## config.mk

```make
export PLATFORM = sky130hd
export DESIGN_NAME = axi4_stream_arbiter
export DESIGN_NICKNAME = d
export VERILOG_FILES = /design/src/rtl/axi4_stream_arb_pkg.sv /design/src/rtl/rr_arbiter.sv /design/src/rtl/axi4_stream_arbiter.sv
export SDC_FILE = /design/constraint.sdc
export NUM_CORES = 1
export LEC_CHECK = 0
export BUFFER_PORTS_ARGS = -buffer_cell sky130_fd_sc_hd__buf_2
export CAP_MARGIN = 20
export CORE_MARGIN = 5
export CORE_UTILIZATION = 36
export DETAILED_ROUTE_END_ITERATION = 10
export PLACE_DENSITY_LB_ADDON = 0.25
export SKIP_LAST_GASP = 1
export SYNTH_ARGS = -nofsm -noshare
export SYNTH_HDL_FRONTEND = slang
export SYNTH_SLANG_ARGS = --single-unit
```

## constraint.sdc

```tcl
create_clock -name ACLK -period 1.9 [get_ports ACLK]
set_input_delay 0.285 -clock ACLK [delete_from_list [all_inputs] [get_ports ACLK]]
set_output_delay 0.285 -clock ACLK [all_outputs]
set_load 0.05 [all_outputs]
```

## src/rtl/axi4_stream_arb_pkg.sv

```systemverilog
// rtl/axi4_stream_arb_pkg.sv - shared state type and source limit for the stream arbiter
package axi4_stream_arb_pkg;

    localparam int MAX_SRC = 16;

    typedef enum logic {
        ST_IDLE   = 1'b0,
        ST_LOCKED = 1'b1
    } arb_state_t;

endpackage

```

## src/rtl/rr_arbiter.sv

```systemverilog
// rtl/rr_arbiter.sv - combinational rotate-priority selector, search starts after last_grant
module rr_arbiter #(
    parameter int NUM_SRC = 4
) (
    input  logic [NUM_SRC-1:0]         req,
    input  logic [$clog2(NUM_SRC)-1:0] last_grant,
    output logic [$clog2(NUM_SRC)-1:0] gnt_idx,
    output logic                       gnt_valid
);

    localparam int IW = $clog2(NUM_SRC);

    always_comb begin
        int            cand;
        logic [IW-1:0] cand_idx;
        cand      = 0;
        cand_idx  = '0;
        gnt_idx   = '0;
        gnt_valid = 1'b0;
        // i runs 1..NUM_SRC so the previous owner is tried last
        for (int i = 1; i <= NUM_SRC; i++) begin
            cand     = (int'(last_grant) + i) % NUM_SRC;
            cand_idx = IW'(cand);
            if (!gnt_valid && req[cand_idx]) begin
                gnt_valid = 1'b1;
                gnt_idx   = cand_idx;
            end
        end
    end

endmodule

```

## src/rtl/axi4_stream_arbiter.sv

```systemverilog
// rtl/axi4_stream_arbiter.sv - packet-locked round-robin N:1 stream arbiter
module axi4_stream_arbiter
    import axi4_stream_arb_pkg::*;
#(
    parameter int NUM_SRC = 4,
    parameter int N       = 1,
    parameter int I       = 1,
    parameter int D       = 1,
    parameter int U       = 1
) (
    input  logic                            ACLK,
    input  logic                            ARESET,
    input  logic [NUM_SRC-1:0]              s_TVALID,
    input  logic [NUM_SRC-1:0]              s_TLAST,
    output logic [NUM_SRC-1:0]              s_TREADY,
    input  logic [NUM_SRC-1:0][8*N-1:0]     s_TDATA,
    input  logic [NUM_SRC-1:0][N-1:0]       s_TSTRB,
    input  logic [NUM_SRC-1:0][N-1:0]       s_TKEEP,
    input  logic [NUM_SRC-1:0][I-1:0]       s_TID,
    input  logic [NUM_SRC-1:0][D-1:0]       s_TDEST,
    input  logic [NUM_SRC-1:0][U-1:0]       s_TUSER,
    output logic                            m_TVALID,
    output logic [8*N-1:0]                  m_TDATA,
    output logic [N-1:0]                    m_TSTRB,
    output logic [N-1:0]                    m_TKEEP,
    output logic                            m_TLAST,
    output logic [I-1:0]                    m_TID,
    output logic [D-1:0]                    m_TDEST,
    output logic [U-1:0]                    m_TUSER,
    input  logic                            m_TREADY,
    output logic [$clog2(NUM_SRC)-1:0]      grant_idx,
    output logic                            busy
);

    localparam int IW = $clog2(NUM_SRC);

    arb_state_t    state;
    logic [IW-1:0] last_grant;
    logic [IW-1:0] arb_idx;
    logic          arb_valid;
    logic          locked;

    rr_arbiter #(
        .NUM_SRC (NUM_SRC)
    ) u_rr_arbiter (
        .req        (s_TVALID),
        .last_grant (last_grant),
        .gnt_idx    (arb_idx),
        .gnt_valid  (arb_valid)
    );

    // last_grant starts at the top source so source 0 wins the first search
    always_ff @(posedge ACLK or posedge ARESET) begin
        if (ARESET) begin
            state      <= ST_IDLE;
            grant_idx  <= '0;
            last_grant <= IW'(NUM_SRC - 1);
            busy       <= 1'b0;
        end else begin
            case (state)
                ST_IDLE: begin
                    if (arb_valid) begin
                        state      <= ST_LOCKED;
                        grant_idx  <= arb_idx;
                        last_grant <= arb_idx;
                        busy       <= 1'b1;
                    end
                end
                ST_LOCKED: begin
                    if (m_TVALID && m_TREADY && m_TLAST) begin
                        state <= ST_IDLE;
                        busy  <= 1'b0;
                    end
                end
                default: begin
                    state <= ST_IDLE;
                    busy  <= 1'b0;
                end
            endcase
        end
    end

    assign locked = (state == ST_LOCKED);

    // Zero-latency pass-through from the owner; payload is forced to 0 whenever no beat is offered
    always_comb begin
        m_TVALID = locked & s_TVALID[grant_idx];
        s_TREADY = '0;
        if (locked) begin
            s_TREADY[grant_idx] = m_TREADY;
        end
        m_TDATA = '0;
        m_TSTRB = '0;
        m_TKEEP = '0;
        m_TLAST = 1'b0;
        m_TID   = '0;
        m_TDEST = '0;
        m_TUSER = '0;
        if (m_TVALID) begin
            m_TDATA = s_TDATA[grant_idx];
            m_TSTRB = s_TSTRB[grant_idx];
            m_TKEEP = s_TKEEP[grant_idx];
            m_TLAST = s_TLAST[grant_idx];
            m_TID   = s_TID[grant_idx];
            m_TDEST = s_TDEST[grant_idx];
            m_TUSER = s_TUSER[grant_idx];
        end
    end

endmodule

```

Word-level counts from Yosys, hierarchy flattened:

Index checks and enable logic that the tools add are counted.

* flip-flop bits (word level): 6
* input port bits: 63
* word-level logic and storage cells: 78
* output and inout bits: 22

* order comparisons: 6
* reduce and logical (&&, ||, !) cells: 11
* bitwise operators: 3
* equal/unequal tests: 2
* multiplexer cells: 48
* add/sub/neg operators: 4

Operator list (count)
* $mux 1: 26
* $bmux 1 s2: 11
* $bmux 8 s2: 1
* $mux 8: 2
* $lt 2x3->1 const B: 5
* $mux 2: 4
* $logic_and 1x1->1: 6
* $add 2x1->2 const B: 2
* $add 2x2->2 const B: 2
* $and 4x4->4: 1
* $mux 4: 1
* $pmux 1 s2: 2
* $reduce_and 2->1: 2
* $logic_not 1->1: 3
* $demux 1 s2: 1
* $ge 2x1->1 const B: 1
* $ne 2x1->1 const B: 1
* $ne 2x2->1 const B: 1
* $and 1x1->1: 1
* $not 1->1: 1

Logic depth before layout (Yosys ltp):

* depth after elaboration: 15
* depth in mapped cells: 5
* gate-level depth less buffers: 4

Cells and area by module:

From an unflattened synthesis, not the netlist that was laid out.

* cells, all modules: 84
* area, all modules: 869.6 um^2

By module, submodules not included
* axi4_stream_arbiter: times used 1, cells each 70, seq. area each 152.6 um^2, area each 778.2 um^2
* rr_arbiter: times used 1, cells each 14, seq. area each 0.0 um^2, area each 91.3 um^2

Worst setup path before layout:

Ideal clock, no wire load.

* kind: reg-to-output
* start: register grant_idx[0]
* end: output port s_TREADY[1]
* data required time: 1615 ps
* slack: -583 ps
* cell stages (with the launch flop): 5
* data arrival time: 2198 ps
* cell sequence: dfrtp_1 -> buf_6 -> buf_4 -> inv_1 -> nor3_1

* word-level cells in the longest chain between the ends: 6
* elaborated cells on any way between the ends: 7
* those cells by class: order compare: 2; mux: 3; bitwise: 1; reduce/logical: 1

RTL lines
* start, declared: RTL line axi4_stream_arbiter.sv:31 `output logic [$clog2(NUM_SRC)-1:0] grant_idx,`
* start signal, assigned: RTL line axi4_stream_arbiter.sv:64 `grant_idx <= arb_idx;`
* $lt 2x3->1 (not written as such) or $ge 2x1->1 (tied branches): RTL line axi4_stream_arbiter.sv:90 `s_TREADY[grant_idx] = m_TREADY;`
* $logic_and 1x1->1 (not written as such): RTL line axi4_stream_arbiter.sv:90
* $mux 1 (not written as such): RTL line axi4_stream_arbiter.sv:90
* $demux 1 s2 *: RTL line axi4_stream_arbiter.sv:90
* $and 4x4->4 (no source line) *
* $mux 4 *: RTL line axi4_stream_arbiter.sv:89 `if (locked) begin`
* end, declared: RTL line axi4_stream_arbiter.sv:15 `output logic [NUM_SRC-1:0] s_TREADY,`

Every way passes the cells marked *; elsewhere a longest branch is shown, timed or not.

Final worst setup path:

* start: register grant_idx[0]
* end: output port m_TDATA[5]

* word-level cells in the longest chain between the ends: 4
* elaborated cells on any way between the ends: 6
* those cells by class: mux: 5; bitwise: 1

RTL lines
* $bmux 1 s2: RTL line axi4_stream_arbiter.sv:87 `m_TVALID = locked & s_TVALID[grant_idx];`
* $mux 1 (not written as such): RTL line axi4_stream_arbiter.sv:87
* $and 1x1->1: RTL line axi4_stream_arbiter.sv:87
* $mux 8 *: RTL line axi4_stream_arbiter.sv:99 `if (m_TVALID) begin`
* end, declared: RTL line axi4_stream_arbiter.sv:23 `output logic [8*N-1:0] m_TDATA,`

Every way passes the cells marked *; elsewhere a longest branch is shown, timed or not. The select of a mux whose other input is x is not followed.

==> flow_metrics.tcl <==
set metrics [dict create \
    ys_seq_area_share_pct 17.3 \
    arrival_ns 1.74 \
    finClkSkew_ns 0.00625 \
    synth_seq_cells 6 \
    power.leakage_nw 0.779 \
    vias 1137 \
    r2r-start "grant_idx[0]" \
    p_sw_share_pct 52.8 \
    power_density_nw_per_um2 1890 \
    final_hold_viol_count 0 \
    fillers 208 \
    root_buffer "clkbuf_4" \
    drive_above_1_share_pct 76.1 \
    whs_ns 0.428 \
    synthCells 86 \
    nets 241 \
    min_period_ns 2.02 \
    worst_slew_pin_slew_ns 0.543 \
    crit_fanout 8 \
    reg2reg_depth 3 \
    grt_pass1_wl_um 5260 \
    antenna_cells 0 \
    syn_avg_cell_area_um2 10.3 \
    p_comb_share_pct 85.3 \
    cts_buffers 3 \
    setup_violations 15 \
    pin_count 85 \
    drt_wl_total_um 3590 \
    slowest_stage "mux4_2" \
    gp_congestion 0.871 \
    post-route-period-util_pct 107 \
    dieArea_um2 3550 \
    drt_pre_antenna_iters 4 \
    synth_area_um2 885 \
    cts_num_sinks 6 \
    netlist.area_leader.share_pct 20.8 \
    syn_nets 149 \
    setup-tns-final_ns -1.61 \
    worstSetupPathType "reg -> out" \
    cts_tree "yes" \
    drv_cap 0 \
    min_path_type "in -> reg" \
    die_h_um 59.6 \
    insertion_delay_ns 0.25 \
    synth_area_leaders "mux4_1 21%, mux4_2 20%, dfrtp_1 11%" \
    cts.clk_slew.worst_paths_ns 0.05 \
    slew_viol_final 0 \
    violations "negative setup slack" \
    route.detailed.drc 0 \
    worst_slack_ns -0.124 \
    grt_start_max_net_pins 15 \
    p_sw_mw 1.60 \
    viasPerCell 5.52 \
    regArea_um2 155 \
    multi_input_area_um2 761 \
    pwr-share-clk_pct 4.0 \
    ant_nets 0 \
    htreeDepth 1 \
    seqPwrFrac_pct 10.6 \
    coreArea_um2 2410 \
    rows 18 \
    area_delta_synth_final_pct 80.5 \
    crit_required_ns 1.62 \
    p_int_mw 1.42 \
    antenna_found_initial 0 \
    startpoint "grant_idx[0]" \
    critPathMaxStageDelay_ns 0.65 \
    slew_headroom_pct 63.5 \
    avgRoutedWirePerCell_um 17.4 \
    synth_top_area_cell "mux4_1" \
    die_w_um 59.6 \
    hold_depth 4 \
    yosysWarnings 0 \
    port-buffer-count 84 \
    clockBufferDepth 2 \
    worstHoldStart "m_TREADY" \
    cp-end-kind "primary output" \
    track_usage_pct 19.3 \
    max_clock_freq_mhz 494 \
    overflow 0 \
    crit_chain "mux4_2 > and3_4 > buf_6" \
    drt_iter0_markers 26 \
    synth_cell_type_count 27 \
    vdd_drop_max_uv 1410 \
    first_global_vias 1186 \
    dpl.hpwl_um 2640 \
    cp-start-kind "flip-flop" \
    grt_setup_unrepaired "yes" \
    outcome "finished with violations" \
    initial_core_util_pct 36.7 \
]
-- per-layer routing --
metal / wire, um / vias up / global-route usage [%]
met3: 352 / 4 / 4.14
met4: 17 / 0 / 3.48
met1: 1280 / 546 / 21.1
li1: - / 521 / -
met5: 0 / - / 0
met2: 1940 / 66 / 37.9
-- state kept, by name, indices dropped and copies added, names as in the netlist --
register,flops
busy,1
last_grant,2
locked,1
grant_idx,2
-- synthesized netlist by cell type --
| cell type | count |
|---|---|
| nor3_1 | 3 |
| buf_2 | 2 |
| o311ai_1 | 1 |
| nor3b_1 | 3 |
| nand2_1 | 10 |
| and3_1 | 14 |
| nor2b_1 | 1 |
| buf_6 | 2 |
| buf_4 | 1 |
| inv_1 | 4 |
| and3b_1 | 1 |
| mux4_2 | 8 |
| o22a_1 | 1 |
| nor4_1 | 2 |
| dfstp_2 | 2 |
| nand3_1 | 1 |
| or3b_2 | 1 |
| clkbuf_1 | 2 |
| or2_1 | 1 |
| nand4_1 | 1 |
| nand2b_1 | 2 |
| dfrtp_1 | 4 |
| mux4_1 | 7 |
| a21boi_2 | 1 |
| a21oi_1 | 4 |
| o21ai_0 | 1 |
| nor2_1 | 6 |
-- stage by stage --
step | std cells | area [um^2] | total power [mW] | setup WS [ns] | util (%)
after floorplan | 86 | 953 | 2.02 | -0.0388 | -
after detailed placement | 200 | 1420 | 2.45 | 0.0269 | 58.8
after global placement | 200 | 1420 | 2.41 | 0.0659 | 58.8
after global routing | 206 | 1600 | 3.17 | -0.175 | 66.3
final | 206 | 1600 | 3.02 | -0.124 | 66.3
after CTS | 206 | 1590 | 2.96 | -0.131 | 65.8
-- layout by cell type, fill, tap and decap left out, types with 2 or more instances in the layout --
| cell | Yosys | layout |
|---|---|---|
| dfrtp_1 | 4 | 2 |
| inv_1 | 4 | 4 |
| a21oi_1 | 4 | 4 |
| dfrtp_2 | 0 | 2 |
| mux4_2 | 8 | 15 |
| and3_4 | 0 | 14 |
| nand2b_1 | 2 | 2 |
| nor2_2 | 0 | 2 |
| nor2_1 | 6 | 4 |
| nor3b_1 | 3 | 3 |
| buf_6 | 2 | 16 |
| dfstp_2 | 2 | 2 |
| buf_8 | 0 | 2 |
| buf_4 | 1 | 6 |
| clkbuf_4 | 0 | 3 |
| nor4_1 | 2 | 2 |
| nand2_1 | 10 | 10 |
| buf_2 | 2 | 68 |
-- cell families (layout without fill, tap and decap cells) --
group           count (synthesis)  count (layout)  share of synthesized area, %
compound gates                  8               8                          6.08
mux                            15              16                          41.2
simple gates                   46              46                          28.4
flops                           6               6                          17.3
buf+inv                        11             100                          7.07
-- final cells by class --
cell class / count / share of cell area (%)
flip-flops and latches: 6 / 9.72
well taps: 30 / 2.35
clock buffers: 3 / 1.41
repair buffers: 93 / 37.9
inverters: 4 / 0.940
multi-input cells: 70 / 47.6
-- critical path, delay by kind of cell (launching register included) --
| kind | cells | cell delay, ns |
|---|---|---|
| and+or+nand+nor | 1 | 0.22 |
| DFF | 1 | 0.47 |
| buffers and inverters | 1 | 0.14 |
| muxes | 1 | 0.65 |
-- timing repair --
item	in CTS	in global routing
setup buffers	1	0
endpoints found under the setup margin	15	16
endpoints found under the hold margin	4	0
pin swaps	9	9
gates cloned	1	0
hold buffers	1	0
resized for setup	40	9
-- worst paths after layout --
kind / end / slack [ns]
hold reg to reg: busy / 0.48
max in group asynchronous: last_grant[1] / 1.16
min in group asynchronous: locked / 0.48
hold / removal: busy / 0.43
setup reg to reg: locked / 0.37
setup / recovery: m_TDATA[5] / -0.12
-- power by group through the flow --
stage / Combinational [mW] / Clock, mW / Sequential, mW
floorplan: 1.65 / 0 / 0.366
global placement: 2.10 / 0 / 0.306
detailed placement: 2.13 / 0 / 0.316
CTS: 2.51 / 0.128 / 0.321
global route: 2.70 / 0.132 / 0.335
finish: 2.58 / 0.122 / 0.321
No activity file was read; power rests on OpenSTA's default activity.
